==> config.mk <==
export PLATFORM = sky130hd
export DESIGN_NAME = aclint_timer
export DESIGN_NICKNAME = d
export VERILOG_FILES = /design/src/rtl/aclint_timer.sv
export SDC_FILE = /design/constraint.sdc
export NUM_CORES = 1
export LEC_CHECK = 0
export BUFFER_PORTS_ARGS = -buffer_cell sky130_fd_sc_hd__buf_2
export CORE_MARGIN = 1.5
export CORE_UTILIZATION = 56
export CTS_BUF_LIST = sky130_fd_sc_hd__clkbuf_8
export DETAILED_ROUTE_END_ITERATION = 8
export PLACE_DENSITY_LB_ADDON = 0.15
export RECOVER_POWER = 25
export SLEW_MARGIN = 0
export SYNTH_ARGS = -nofsm -noshare
export SYNTH_HDL_FRONTEND = slang
export SYNTH_SLANG_ARGS = --single-unit
==> constraint.sdc <==
create_clock -name clk -period 5.9 [get_ports clk]
set_input_delay 1.18 -clock clk [delete_from_list [all_inputs] [get_ports clk]]
set_output_delay 1.18 -clock clk [all_outputs]
set_load 0.02 [all_outputs]
==> src/rtl/aclint_timer.sv <==
// ACLINT-style machine timer: 64-bit mtime with prescaler, 64-bit mtimecmp,
// msip software-interrupt bit, registered read port and level interrupts.
module aclint_timer #(
  parameter int unsigned PRESCALE = 1
) (
  input  logic        clk,
  input  logic        rst,
  input  logic [15:0] a,
  input  logic [31:0] d,
  input  logic        we,
  output logic [31:0] spo,
  output logic        irq_timer,
  output logic        irq_soft
);

  localparam logic [15:0] PS_MAX       = 16'(PRESCALE - 1);
  localparam logic [15:0] OFF_MSIP     = 16'h0000;
  localparam logic [15:0] OFF_CMP_LO   = 16'h4000;
  localparam logic [15:0] OFF_CMP_HI   = 16'h4004;
  localparam logic [15:0] OFF_MTIME_LO = 16'hbff8;
  localparam logic [15:0] OFF_MTIME_HI = 16'hbffc;

  logic [15:0] presc_q, presc_d;
  logic [63:0] mtime_q, mtime_d;
  logic [63:0] mtimecmp_q, mtimecmp_d;
  logic        msip_q, msip_d;
  logic [31:0] spo_q, spo_d;
  logic        irq_timer_q, irq_timer_d;
  logic        irq_soft_q, irq_soft_d;

  logic [15:0] word_a;
  logic        tick;
  logic        wr_msip, wr_cmp_lo, wr_cmp_hi, wr_mtime_lo, wr_mtime_hi;

  // Address decode on the word offset; the byte-lane bits are don't-care.
  always_comb begin
    word_a      = a & 16'hfffc;
    wr_msip     = we && (word_a == OFF_MSIP);
    wr_cmp_lo   = we && (word_a == OFF_CMP_LO);
    wr_cmp_hi   = we && (word_a == OFF_CMP_HI);
    wr_mtime_lo = we && (word_a == OFF_MTIME_LO);
    wr_mtime_hi = we && (word_a == OFF_MTIME_HI);
  end

  // Prescaler: free-running 0..PRESCALE-1; mtime writes do not disturb it.
  always_comb begin
    tick    = (presc_q == PS_MAX);
    presc_d = tick ? 16'd0 : presc_q + 16'd1;
  end

  // mtime next value: a software write to either half wins over the tick.
  always_comb begin
    mtime_d = mtime_q;
    if (wr_mtime_lo) begin
      mtime_d[31:0] = d;
    end else if (wr_mtime_hi) begin
      mtime_d[63:32] = d;
    end else if (tick) begin
      mtime_d = mtime_q + 64'd1;
    end
  end

  // mtimecmp and msip next values from register writes.
  always_comb begin
    mtimecmp_d = mtimecmp_q;
    msip_d     = msip_q;
    if (wr_cmp_lo) mtimecmp_d[31:0]  = d;
    if (wr_cmp_hi) mtimecmp_d[63:32] = d;
    if (wr_msip)   msip_d            = d[0];
  end

  // Read mux and interrupt levels, all sampled from current register state.
  always_comb begin
    spo_d = 32'd0;
    unique case (word_a)
      OFF_MSIP:     spo_d = {31'd0, msip_q};
      OFF_CMP_LO:   spo_d = mtimecmp_q[31:0];
      OFF_CMP_HI:   spo_d = mtimecmp_q[63:32];
      OFF_MTIME_LO: spo_d = mtime_q[31:0];
      OFF_MTIME_HI: spo_d = mtime_q[63:32];
      default:      spo_d = 32'd0;
    endcase
    irq_timer_d = (mtime_q >= mtimecmp_q);
    irq_soft_d  = msip_q;
  end

  // State registers; synchronous reset overrides writes and ticks.
  always_ff @(posedge clk) begin
    if (rst) begin
      presc_q     <= 16'd0;
      mtime_q     <= 64'd0;
      mtimecmp_q  <= 64'hffff_ffff_ffff_ffff;
      msip_q      <= 1'b0;
      spo_q       <= 32'd0;
      irq_timer_q <= 1'b0;
      irq_soft_q  <= 1'b0;
    end else begin
      presc_q     <= presc_d;
      mtime_q     <= mtime_d;
      mtimecmp_q  <= mtimecmp_d;
      msip_q      <= msip_d;
      spo_q       <= spo_d;
      irq_timer_q <= irq_timer_d;
      irq_soft_q  <= irq_soft_d;
    end
  end

  assign spo       = spo_q;
  assign irq_timer = irq_timer_q;
  assign irq_soft  = irq_soft_q;

endmodule

Word-level counts from Yosys, hierarchy flattened
Index checks and enable logic that the tools add are counted.
{"block": "word_totals", "reg_bits": 179, "input_bits": 51, "out_inout_bits": 34, "wordCells": 35}
{"block": "op_classes", "add_sub_neg": 2, "order_cmp": 1, "n_eq_ne": 5, "muxes": 5, "bitwise": 1, "reduce_logical": 12}
{"operator": "one-hot mux 32 bit (5 select lines)", "count": 1}
{"operator": "two-way mux 32 bit", "count": 3}
{"operator": "adder 64 x 1 -> 64 bit (second input constant)", "count": 1}
{"operator": "greater-or-equal comparator 64 bit", "count": 1}
{"operator": "two-way mux 64 bit", "count": 1}
{"operator": "logical NOT 16 bit", "count": 2}
{"operator": "== test 14 x 13 -> 1 bit (second input constant)", "count": 2}
{"operator": "== test 14 bit (second input constant)", "count": 2}
{"operator": "adder 16 x 1 -> 16 bit (second input constant)", "count": 1}
{"operator": "logical AND 1 bit", "count": 5}
{"operator": "AND reduction 2 bit", "count": 2}
{"operator": "nonzero test 2 bit", "count": 2}
{"operator": "inequality test 2 bit (second input constant)", "count": 1}
{"operator": "OR reduction 2 bit", "count": 1}
{"operator": "inverter 1 bit", "count": 1}

Depth between registers and ports, before layout
{"block": "logic_depth", "depth_word": 4, "mapped_depth": 10, "ltp_nobuf": 9}

Least setup slack after synthesis
Ideal clock, no wire load.
{"block": "synth_path", "kind": "input-to-reg", "from": "input a[14]", "to": "register mtime_q[46]", "setup_ns": 0.128, "t_arrival_ns": 2.869, "t_required_ns": 5.772, "slack_ns": 2.904, "stages": 9, "cell_sequence": "nand4b_1 > or4_1 > buf_2 > nor2_1 > buf_2 > buf_2 > o21ai_0 > a22oi_1 > nor2_1"}
{"block": "synth_between", "elab_chain_len": 4, "elab_cells_between_ends": 8, "cone_classes": "eq/ne: 2; mux: 1; bitwise: 1; reduce/logical: 4"}
{"element": "start: declaration", "line": "8", "rtl": "input logic [15:0] a,"}
{"element": "== test 14 bit (on tied branches)", "line": "42, 41"}
{"element": "logical AND 1 bit (on tied branches)", "line": "42, 41"}
{"element": "nonzero test 2 bit (no line) or inverter 1 bit (tied branches)"}
{"element": "AND reduction 2 bit (no line)"}
{"element": "end signal: assignment", "line": "99", "rtl": "mtime_q <= mtime_d;"}
{"element": "end: declaration", "line": "24", "rtl": "logic [63:0] mtime_q, mtime_d;"}
Parallel ways exist; a longest one is shown, timed or not.
A chain may end at the register's enable or synchronous reset.

==> flow_summary.json <==
{
  "gr-usage-all-layers": 0.289,
  "dp_hpwl_mm": 19.6,
  "finalHoldViolCount": 0,
  "synth_edf_count": 0,
  "synth-async-reset-ratio": 0,
  "boundaryPins": 85,
  "setup_viol": 0,
  "post-cts-setup-buffer-count": 0,
  "netlist_instances": 1233,
  "clockRootBuffer": "clkbuf_8",
  "routed_wl_mm": 28.1,
  "ant_nets": 0,
  "overflow": 0,
  "numCtsBuffers": 17,
  "syn_area_um2": 10300,
  "layout.nets": 1396,
  "p_sw_frac": 0.240,
  "maxSlewHeadroom": -1.23,
  "path_class": "input port to flip-flop",
  "cts_buffer_depth": 2,
  "critPathTopFamily": "buffers and inverters",
  "vias_per_cell": 6.15,
  "finalMaxSlewViolations": 70,
  "ys_ff_latch": 179,
  "rsz0062_at_grt": "no",
  "p_sw_w": 0.000523,
  "path_clk_slew_ns": 0.10,
  "status": "finished, violations left",
  "hp-class": "flip-flop to flip-flop",
  "drc": 0,
  "cts-resized-gates": 0,
  "pwr-share-comb": 0.043,
  "antenna_cells": 0,
  "critPathMaxFanout": 69,
  "tritoncts": "done",
  "syn-num-nets": 1351,
  "row_count": 49,
  "nFillCells": 1627,
  "powerDensity_nw_per_um2": 194,
  "gp_congestion": 0.877,
  "vias": 9343,
  "power_frac_clock": 0.402,
  "cp_cell_sequence": "clkbuf_1 -> buf_4 -> nor3_1 -> a31oi_1 -> nand3_1",
  "crit_path_end_kind": "flip-flop",
  "fin_crit_sh": 0.762,
  "tns_ns": 0,
  "seqPwrFrac": 0.555,
  "grt_pass1_vias": 8407,
  "worstPathArrival_ns": 4.87,
  "violations": "capacitance limit, slew limit",
  "clock-sinks": 179,
  "max_slew.worst_pin.slew_ns": 3.34,
  "dieArea_um2": 19200,
  "htree_levels": 4,
  "wl_per_cell_um": 18.5,
  "startpoint_type": "input port",
  "initial_core_util": 0.572,
  "synth-main-ff-cell": "dfxtp_1",
  "holdWs_ns": 0.484,
  "internal-power_w": 0.00166,
  "cap_violations": 1,
  "drtPass1Iterations": 5,
  "grt_first_pass_wirelength_mm": 44.7,
  "floorplan.die.height_um": 139,
  "fin_cells": 1519,
  "fp.dieW_um": 139,
  "grt_max_degree": 70,
  "dp.cells": 1488,
  "critical_path_buf_inv_count": 2,
  "finalClockSkew_ns": 0.0139,
  "peakVddDrop_v": 0.000186,
  "yosys_warnings": 0,
  "synth-seq-area-share": 0.347,
  "period_minus_slack_ns": 4.50,
  "initialDrtViolationCount": 969,
  "p_leak_nw": 4.87,
  "hold_buffers": 0,
  "io_buffers": 82,
  "fmax_mhz": 222,
  "drive_above_1_share": 0.0845,
  "ys_types": 62,
  "required_ns": 6.27,
  "syn_avg_cell_area_um2": 8.36,
  "slowest_stage": "clkbuf_1",
  "syn_to_final_growth_pct": 8.84,
  "antenna_found_initial": 0,
  "design.core.area_um2": 18000,
  "slowest_delay_ns": 2.30,
  "clk_latency_ns": 0.48
}
==> power groups by stage <==
stage	logic, W	clock network (W)	registers (W)
after floorplan	0.0000462	0	0.00124
after global placement	0.0000905	0	0.00124
after global routing	0.0000988	0.000937	0.00121
after CTS	0.0000917	0.000884	0.00121
final	0.0000932	0.000877	0.00121
after detailed placement	0.0000916	0	0.00124
==> flip-flops by register name, summed over array words and instances, names as in the netlist <==
signal,flops
mtimecmp_q,64
spo,32
mtime_q,64
irq_soft_d,1
presc_q,16
irq_timer,1
irq_soft,1
==> layout by cell type (no fill, tap or decap), drive strengths merged, types with 3 or more instances in the layout <==
| cell | count |
|---|---|
| a211o | 64 |
| a211oi | 32 |
| a21o | 13 |
| a21oi | 49 |
| a22o | 4 |
| a22oi | 10 |
| a31oi | 18 |
| a32oi | 4 |
| and2 | 40 |
| and3 | 18 |
| and4 | 13 |
| and4b | 3 |
| buf | 59 |
| bufinv | 3 |
| clkbuf | 53 |
| clkinv | 3 |
| clkinvlp | 3 |
| dfxtp | 179 |
| ha | 67 |
| inv | 79 |
| mux2i | 66 |
| nand2 | 65 |
| nand2b | 3 |
| nand3 | 49 |
| nand4 | 37 |
| nor2 | 168 |
| nor2b | 6 |
| nor3 | 20 |
| nor4 | 12 |
| o211ai | 4 |
| o21ai | 39 |
| o22ai | 32 |
| or3 | 3 |
| or4 | 3 |
| xnor2 | 20 |
| xor2 | 27 |
==> cells in the mapped netlist (13+ instances only) <==
cell,count,share of area
and4_1,13,0.011
a21oi_1,49,0.024
and3_1,18,0.011
ha_1,67,0.081
inv_1,75,0.027
xor2_1,27,0.023
and2_1,40,0.024
o21ai_0,38,0.018
nand3_1,47,0.023
nor3_1,16,0.0078
nand2_1,65,0.024
nand4_1,36,0.022
mux2i_1,66,0.064
xnor2_1,20,0.017
clkbuf_1,56,0.020
a211o_1,64,0.054
a31oi_1,18,0.011
dfxtp_1,179,0.35
a21o_1,13,0.0095
a211oi_1,31,0.023
o22ai_1,32,0.019
nor2_1,167,0.061
==> worst paths after layout <==
path | startpoint | to | slack, ns | depth (start not counted)
min reg2reg | irq_soft_d | irq_soft | 0.48 | 1
max | rst | irq_timer | 1.40 | 5
min | irq_soft_d | irq_soft | 0.48 | 1
max reg2reg | mtime_q[12] | mtime_q[63] | 2.94 | 7
==> per-layer routing <==
layer	up-vias	part of all wire	global-route usage
met5	-	0	0
met4	0	0.024	0.0954
met3	47	0.077	0.0601
met2	355	0.44	0.439
met1	4405	0.46	0.409
li1	4536	-	-
==> kinds of logic (layout without fill, tap and decap cells) <==
family | after synthesis | after routing | share of synthesized area
AO/OA/AOI/OAI | 283 | 283 | 0.191
XOR/XNOR | 47 | 47 | 0.0399
adder cells (fa/ha/maj) | 67 | 67 | 0.0813
buffers and inverters | 143 | 200 | 0.0530
flip-flops | 179 | 179 | 0.347
multiplexers | 66 | 66 | 0.0641
AND/OR/NAND/NOR | 448 | 448 | 0.223
==> layout make-up <==
class,instances,area [um2],share of cell area
multi-input combinational,911,6220,0.554
sequential,179,3580,0.319
timing repair buffer,94,459,0.0409
tap,229,287,0.0255
inverter,75,282,0.0251
clock buffer,18,248,0.0221
clock inverter,13,146,0.0130
==> stage by stage <==
step / instance area (um2) / power [W] / setup WS [ns] / utilization
global route: 11200 / 0.00225 / 1.24 / 0.623
floorplan: 10300 / 0.00129 / 2.90 / -
finish: 11200 / 0.00218 / 1.40 / 0.623
CTS: 11300 / 0.00219 / 2.35 / 0.625
detailed placement: 10900 / 0.00133 / 1.84 / 0.603
global placement: 10900 / 0.00133 / 1.88 / 0.603
Note: power is estimated with default switching activity, not from simulation.
